### src/rtl/hyperbus_pkg.sv
// Shared definitions for the Hyperbus Wishbone front end: one-hot state
// encodings and the default downstream response timeout.
package hyperbus_pkg;

    typedef enum logic [5:0] {
        ST_IDLE  = 6'b000001,
        ST_READ  = 6'b000010,
        ST_WRITE = 6'b000100,
        ST_ACK   = 6'b001000,
        ST_ERR   = 6'b010000,
        ST_DRAIN = 6'b100000
    } state_t;

    localparam int TIMEOUT_CYCLES_DEFAULT = 1023;

endpackage

### src/rtl/hyperbus_wb_bridge.sv
// Wishbone slave that turns single reads/writes into request pulses for hyperbus_fifo.
// Optional response timeout is enabled with macro HYPERBUS_WB_TIMEOUT_EN.
module hyperbus_wb_bridge
    import hyperbus_pkg::*;
#(
    parameter int DATA_WIDTH     = 32,
    parameter int ADDR_WIDTH     = 32,
    parameter int TIMEOUT_CYCLES = TIMEOUT_CYCLES_DEFAULT
) (
    input  logic                    clk,
    input  logic                    rst,
    input  logic [ADDR_WIDTH-1:0]   wb_adr_i,
    input  logic [DATA_WIDTH-1:0]   wb_dat_i,
    input  logic [DATA_WIDTH/8-1:0] wb_sel_i,
    input  logic                    wb_we_i,
    input  logic                    wb_cyc_i,
    input  logic                    wb_stb_i,
    output logic [DATA_WIDTH-1:0]   wb_dat_o,
    output logic                    wb_ack_o,
    output logic                    wb_err_o,
    output logic                    rrq,
    output logic                    wrq,
    output logic [ADDR_WIDTH-1:0]   adr_o,
    output logic [DATA_WIDTH-1:0]   tx_dat_o,
    output logic [DATA_WIDTH/8-1:0] tx_mask_o,
    input  logic                    tx_done,
    input  logic [DATA_WIDTH-1:0]   rx_dat_i,
    input  logic                    rx_valid
);

    localparam int SEL_W = DATA_WIDTH / 8;

    state_t                  state_reg, state_next;
    logic                    rrq_reg, rrq_next;
    logic                    wrq_reg, wrq_next;
    logic [ADDR_WIDTH-1:0]   adr_reg, adr_next;
    logic [DATA_WIDTH-1:0]   tx_dat_reg, tx_dat_next;
    logic [SEL_W-1:0]        tx_mask_reg, tx_mask_next;
    logic [DATA_WIDTH-1:0]   rd_dat_reg, rd_dat_next;
    logic                    pend_we_reg, pend_we_next;
    logic                    drain_err_reg, drain_err_next;
    logic                    wb_req;
    logic                    pend_done;

`ifdef HYPERBUS_WB_TIMEOUT_EN
    localparam int              CNT_W   = $clog2(TIMEOUT_CYCLES + 1);
    localparam logic [CNT_W-1:0] CNT_MAX = CNT_W'(TIMEOUT_CYCLES);

    logic [CNT_W-1:0] cnt_reg, cnt_next, cnt_inc;
    logic             timeout;

    // Saturating increment; the state leaves READ/WRITE as soon as it hits the limit.
    assign cnt_inc = (cnt_reg == CNT_MAX) ? cnt_reg : cnt_reg + CNT_W'(1);
    assign timeout = (cnt_inc == CNT_MAX);
    assign wb_err_o = (state_reg == ST_ERR) | drain_err_reg;
`else
    assign wb_err_o = drain_err_reg;
`endif

    assign wb_req    = wb_cyc_i & wb_stb_i;
    assign pend_done = pend_we_reg ? tx_done : rx_valid;
    assign wb_ack_o  = (state_reg == ST_ACK);
    assign wb_dat_o  = rd_dat_reg;
    assign rrq       = rrq_reg;
    assign wrq       = wrq_reg;
    assign adr_o     = adr_reg;
    assign tx_dat_o  = tx_dat_reg;
    assign tx_mask_o = tx_mask_reg;

    always_comb begin
        state_next     = state_reg;
        rrq_next       = 1'b0;
        wrq_next       = 1'b0;
        adr_next       = adr_reg;
        tx_dat_next    = tx_dat_reg;
        tx_mask_next   = tx_mask_reg;
        rd_dat_next    = rd_dat_reg;
        pend_we_next   = pend_we_reg;
        drain_err_next = 1'b0;
`ifdef HYPERBUS_WB_TIMEOUT_EN
        cnt_next       = cnt_reg;
`endif
        case (state_reg)
            ST_IDLE: begin
                // A strobe seen while err is showing belongs to the refused access.
                if (wb_req && !wb_err_o) begin
                    adr_next     = wb_adr_i >> 1;
                    pend_we_next = wb_we_i;
`ifdef HYPERBUS_WB_TIMEOUT_EN
                    cnt_next     = '0;
`endif
                    if (wb_we_i) begin
                        wrq_next     = 1'b1;
                        tx_dat_next  = wb_dat_i;
                        tx_mask_next = ~wb_sel_i;
                        state_next   = ST_WRITE;
                    end else begin
                        rrq_next   = 1'b1;
                        state_next = ST_READ;
                    end
                end
            end
            ST_READ: begin
`ifdef HYPERBUS_WB_TIMEOUT_EN
                cnt_next = cnt_inc;
`endif
                if (!wb_cyc_i) begin
                    state_next = rx_valid ? ST_IDLE : ST_DRAIN;
                end else if (rx_valid) begin
                    rd_dat_next = rx_dat_i;
                    state_next  = ST_ACK;
                end
`ifdef HYPERBUS_WB_TIMEOUT_EN
                else if (timeout) begin
                    state_next = ST_ERR;
                end
`endif
            end
            ST_WRITE: begin
`ifdef HYPERBUS_WB_TIMEOUT_EN
                cnt_next = cnt_inc;
`endif
                if (!wb_cyc_i) begin
                    state_next = tx_done ? ST_IDLE : ST_DRAIN;
                end else if (tx_done) begin
                    state_next = ST_ACK;
                end
`ifdef HYPERBUS_WB_TIMEOUT_EN
                else if (timeout) begin
                    state_next = ST_ERR;
                end
`endif
            end
            ST_ACK: begin
                state_next = ST_IDLE;
            end
`ifdef HYPERBUS_WB_TIMEOUT_EN
            ST_ERR: begin
                // The late response may still land during the err cycle itself.
                state_next = pend_done ? ST_IDLE : ST_DRAIN;
            end
`endif
            ST_DRAIN: begin
                if (pend_done) begin
                    state_next = ST_IDLE;
                end
                if (wb_req && !drain_err_reg) begin
                    drain_err_next = 1'b1;
                end
            end
            default: begin
                state_next = ST_IDLE;
            end
        endcase
    end

    always_ff @(posedge clk) begin
        if (rst) begin
            state_reg     <= ST_IDLE;
            rrq_reg       <= 1'b0;
            wrq_reg       <= 1'b0;
            adr_reg       <= '0;
            tx_dat_reg    <= '0;
            tx_mask_reg   <= '0;
            rd_dat_reg    <= '0;
            pend_we_reg   <= 1'b0;
            drain_err_reg <= 1'b0;
`ifdef HYPERBUS_WB_TIMEOUT_EN
            cnt_reg       <= '0;
`endif
        end else begin
            state_reg     <= state_next;
            rrq_reg       <= rrq_next;
            wrq_reg       <= wrq_next;
            adr_reg       <= adr_next;
            tx_dat_reg    <= tx_dat_next;
            tx_mask_reg   <= tx_mask_next;
            rd_dat_reg    <= rd_dat_next;
            pend_we_reg   <= pend_we_next;
            drain_err_reg <= drain_err_next;
`ifdef HYPERBUS_WB_TIMEOUT_EN
            cnt_reg       <= cnt_next;
`endif
        end
    end

endmodule

### config.mk
export PLATFORM = sky130hd
export DESIGN_NAME = hyperbus_wb_bridge
export DESIGN_NICKNAME = d
export VERILOG_FILES = /design/src/rtl/hyperbus_pkg.sv /design/src/rtl/hyperbus_wb_bridge.sv
export SDC_FILE = /design/constraint.sdc
export NUM_CORES = 1
export LEC_CHECK = 0
export CAP_MARGIN = 25
export CORE_MARGIN = 1
export CORE_UTILIZATION = 43
export CTS_BUF_LIST = sky130_fd_sc_hd__clkbuf_8
export DETAILED_ROUTE_END_ITERATION = 10
export PLACE_DENSITY = 0.87
export SLEW_MARGIN = 0
export SYNTH_ARGS = -nofsm -noshare
export SYNTH_HDL_FRONTEND = slang
export SYNTH_SLANG_ARGS = --single-unit
### constraint.sdc
create_clock -name clk -period 3.65 [get_ports clk]
set_input_delay 0.5475 -clock clk [delete_from_list [all_inputs] [get_ports clk]]
set_output_delay 0.5475 -clock clk [all_outputs]
set_load 0.02 [all_outputs]
==> results.cfg <==
[outcome]
status = completed

[cts]
cts_max_level = 3
cts_buffers = 9
clock-sinks = 108
cts_buffer_depth = 2
post_cts_buffers = 0
hold_buffers = 0
ctsResizeCount = 0
tritoncts = done
clk_pin_slew_ns = 0.09
cts_root_buf = clkbuf_8
clk-insertion-delay-late_ns = 0.35

[worst_setup_path]
worstReg2RegEnd = adr_o[5]
cp_top_family = buffers and inverters
critical_path_class = flip-flop to primary output
crit_fanout = 8
cp_num_buf_inv = 1
cp-end-kind = primary output
worstPathArrival_ns = 1.82
reg2reg_slack_ns = 1.69
cp-start-kind = flip-flop
cp_cell_sequence = nor2_1, nand2_1, nor3_1, clkdlybuf4s50_1
path_depth = 4
cp_slowest_cell = clkdlybuf4s50_1
r2r-start = state_reg[5]
rr_worst_depth = 5
critPathRequiredTime_ns = 3.10
max_stage_delay_ns = 0.65

[drt]
drt_iter0_drc = 105
wl_per_cell_um = 13.8
routed-via-count = 3910
drcViolationCount = 0
ant_nets = 0
routed_via_density = 4.95
drt_wl_total_um = 10900
firstDrtPassIters = 4

[synth]
ys_ff_latch = 108
yosysSeqAreaShare_pct = 55.4
synth.distinct_cells = 31
yosys_warnings = 0
synth_area_mm2 = 0.00390
syn_area_per_cell_um2 = 8.00
syn_inst = 488
synthArstFlopShare_pct = 0
synth-edff-count = 0
synthesis.nets = 595
synthFlopType = dfxtp_1

[sta]
whs_ns = 0.457
fin_crit_ns = 2.37
rsz0062_at_grt = no
setup_tns_ns = 0
fmax_mhz = 423
worstMarginPinSlew_ns = 0.503
drv_slew = 0
clock_skew_ns = 0.0122
hold_viol_final = 0
maxSlewHeadroom_pct = 66.4
fin_crit_sh_pct = 64.8
setup_violations = 0

[global_routing]
grt.overflow.total = 0
grt_start_max_net_pins = 108
grt_pass1_wl_um = 17400
antenna_found_initial = 0
track_usage_pct = 22.4
grt_pass1_vias = 3746

[die]
dieWidth_um = 97.3
core_mm2 = 0.00876
io_pins = 211
initial_core_util_pct = 44.6
num_rows = 34
die-area_mm2 = 0.00947
die_y_um = 97.3

[pwr]
power.leakage_nw = 2.13
p_per_area_mw_per_mm2 = 362
irDropWorstVdd_uv = 224

[finish]
num-fill-cells = 689
final_cell_mix = clkdlybuf4s50_1 (207), nand2_1 (195), dfxtp_1 (108)
area_growth_pct = 58.4
fin_area_mm2 = 0.00619
antennaDiodeCount = 0
final_common_cell = clkdlybuf4s50_1
nets = 784
drive_above_1_share_pct = 4.11

[flow_run]
drv_cap = 0

[place]
post_dp_cell_area_mm2 = 0.00598
gp_congestion = 0.813
port_buffers = 208
hpwlAfterDp_um = 7820

[hold_path]
hp-start = wb_dat_o[9]
holdPathStages = 2
min_to = wb_dat_o[9]
hp-class = flip-flop to flip-flop
==> through the flow <==
| step | utilization, % | cells | power (mW) | setup slack, ns |
|---|---|---|---|---|
| finish | 70.6 | 790 | 2.24 | 1.28 |
| global route | 70.6 | 790 | 2.34 | 1.13 |
| CTS | 70.3 | 789 | 2.26 | 1.25 |
| detailed placement | 68.2 | 773 | 1.61 | 1.19 |
| global placement | 68.2 | 773 | 1.60 | 1.23 |
| floorplan | - | 488 | 1.41 | 1.98 |
==> kinds of logic (layout without fill, tap and decap cells) <==
family                    after synthesis  after routing  synth area share [%]
and+or+nand+nor                       227            227                  24.1
DFF                                   108            108                  55.4
other                                   1              1                0.0960
buffers and inverters                  39            233                  4.93
xor gates and xnor gates                1              1                 0.224
muxes                                   1              1                 0.256
AOI/OAI and AO/OA                     111            111                  15.1
==> Yosys cell counts (all sizes together) (2+ instances only) <==
cell	instances	share of area [%]
nand2	195	19
dfxtp	108	55
a21oi	99	13
clkbuf	21	2.0
buf	16	2.7
nor2	10	0.96
o21ai	5	0.64
a211oi	4	1.2
nand3	4	0.51
nor3	4	0.51
and3	2	0.32
inv	2	0.19
nand3b	2	0.38
nor3b	2	0.38
nor4	2	0.70
==> how the worst max path moves through the flow <==
stage | from | to
after floorplan | state_reg[1] | wb_ack_o
after global placement | wb_cyc_i | adr_o[16]
after detailed placement | wb_cyc_i | adr_o[5]
after CTS | state_reg[1] | wb_ack_o
after global routing | state_reg[1] | wb_ack_o
final | state_reg[1] | wb_ack_o
==> layer usage <==
layer  GRT usage [%]  part of all wire (%)
met1            25.2                    39
met5               0                     0
met2            39.8                    51
met3            6.69                   7.6
met4            8.60                   2.3
==> worst register-to-register path, cell delays in order (launching register included) <==
cell     delay (ns)
dfxtp_1        0.41
nor4_4         0.41
and3_1         0.54
buf_4          0.34
nand2_1        0.09
a21oi_1        0.13
==> area by class of cell <==
type / instances / area (um^2) / share of cell area [%]
clock buffers: 10 / 138 / 2.22
clock inverters: 6 / 41.3 / 0.667
flip-flops and latches: 108 / 2160 / 35.0
repair buffers: 215 / 2150 / 34.8
multi-input cells: 341 / 1550 / 25.1
inverters: 2 / 7.51 / 0.121
well taps: 108 / 135 / 2.18
==> power by group <==
| part | internal, mW | switching [mW] |
|---|---|---|
| clock | 0.266 | 0.391 |
| combinational | 0.191 | 0.155 |
| sequential | 1.21 | 0.0229 |
| total | 1.67 | 0.568 |
(Power assumes the default switching activity.)
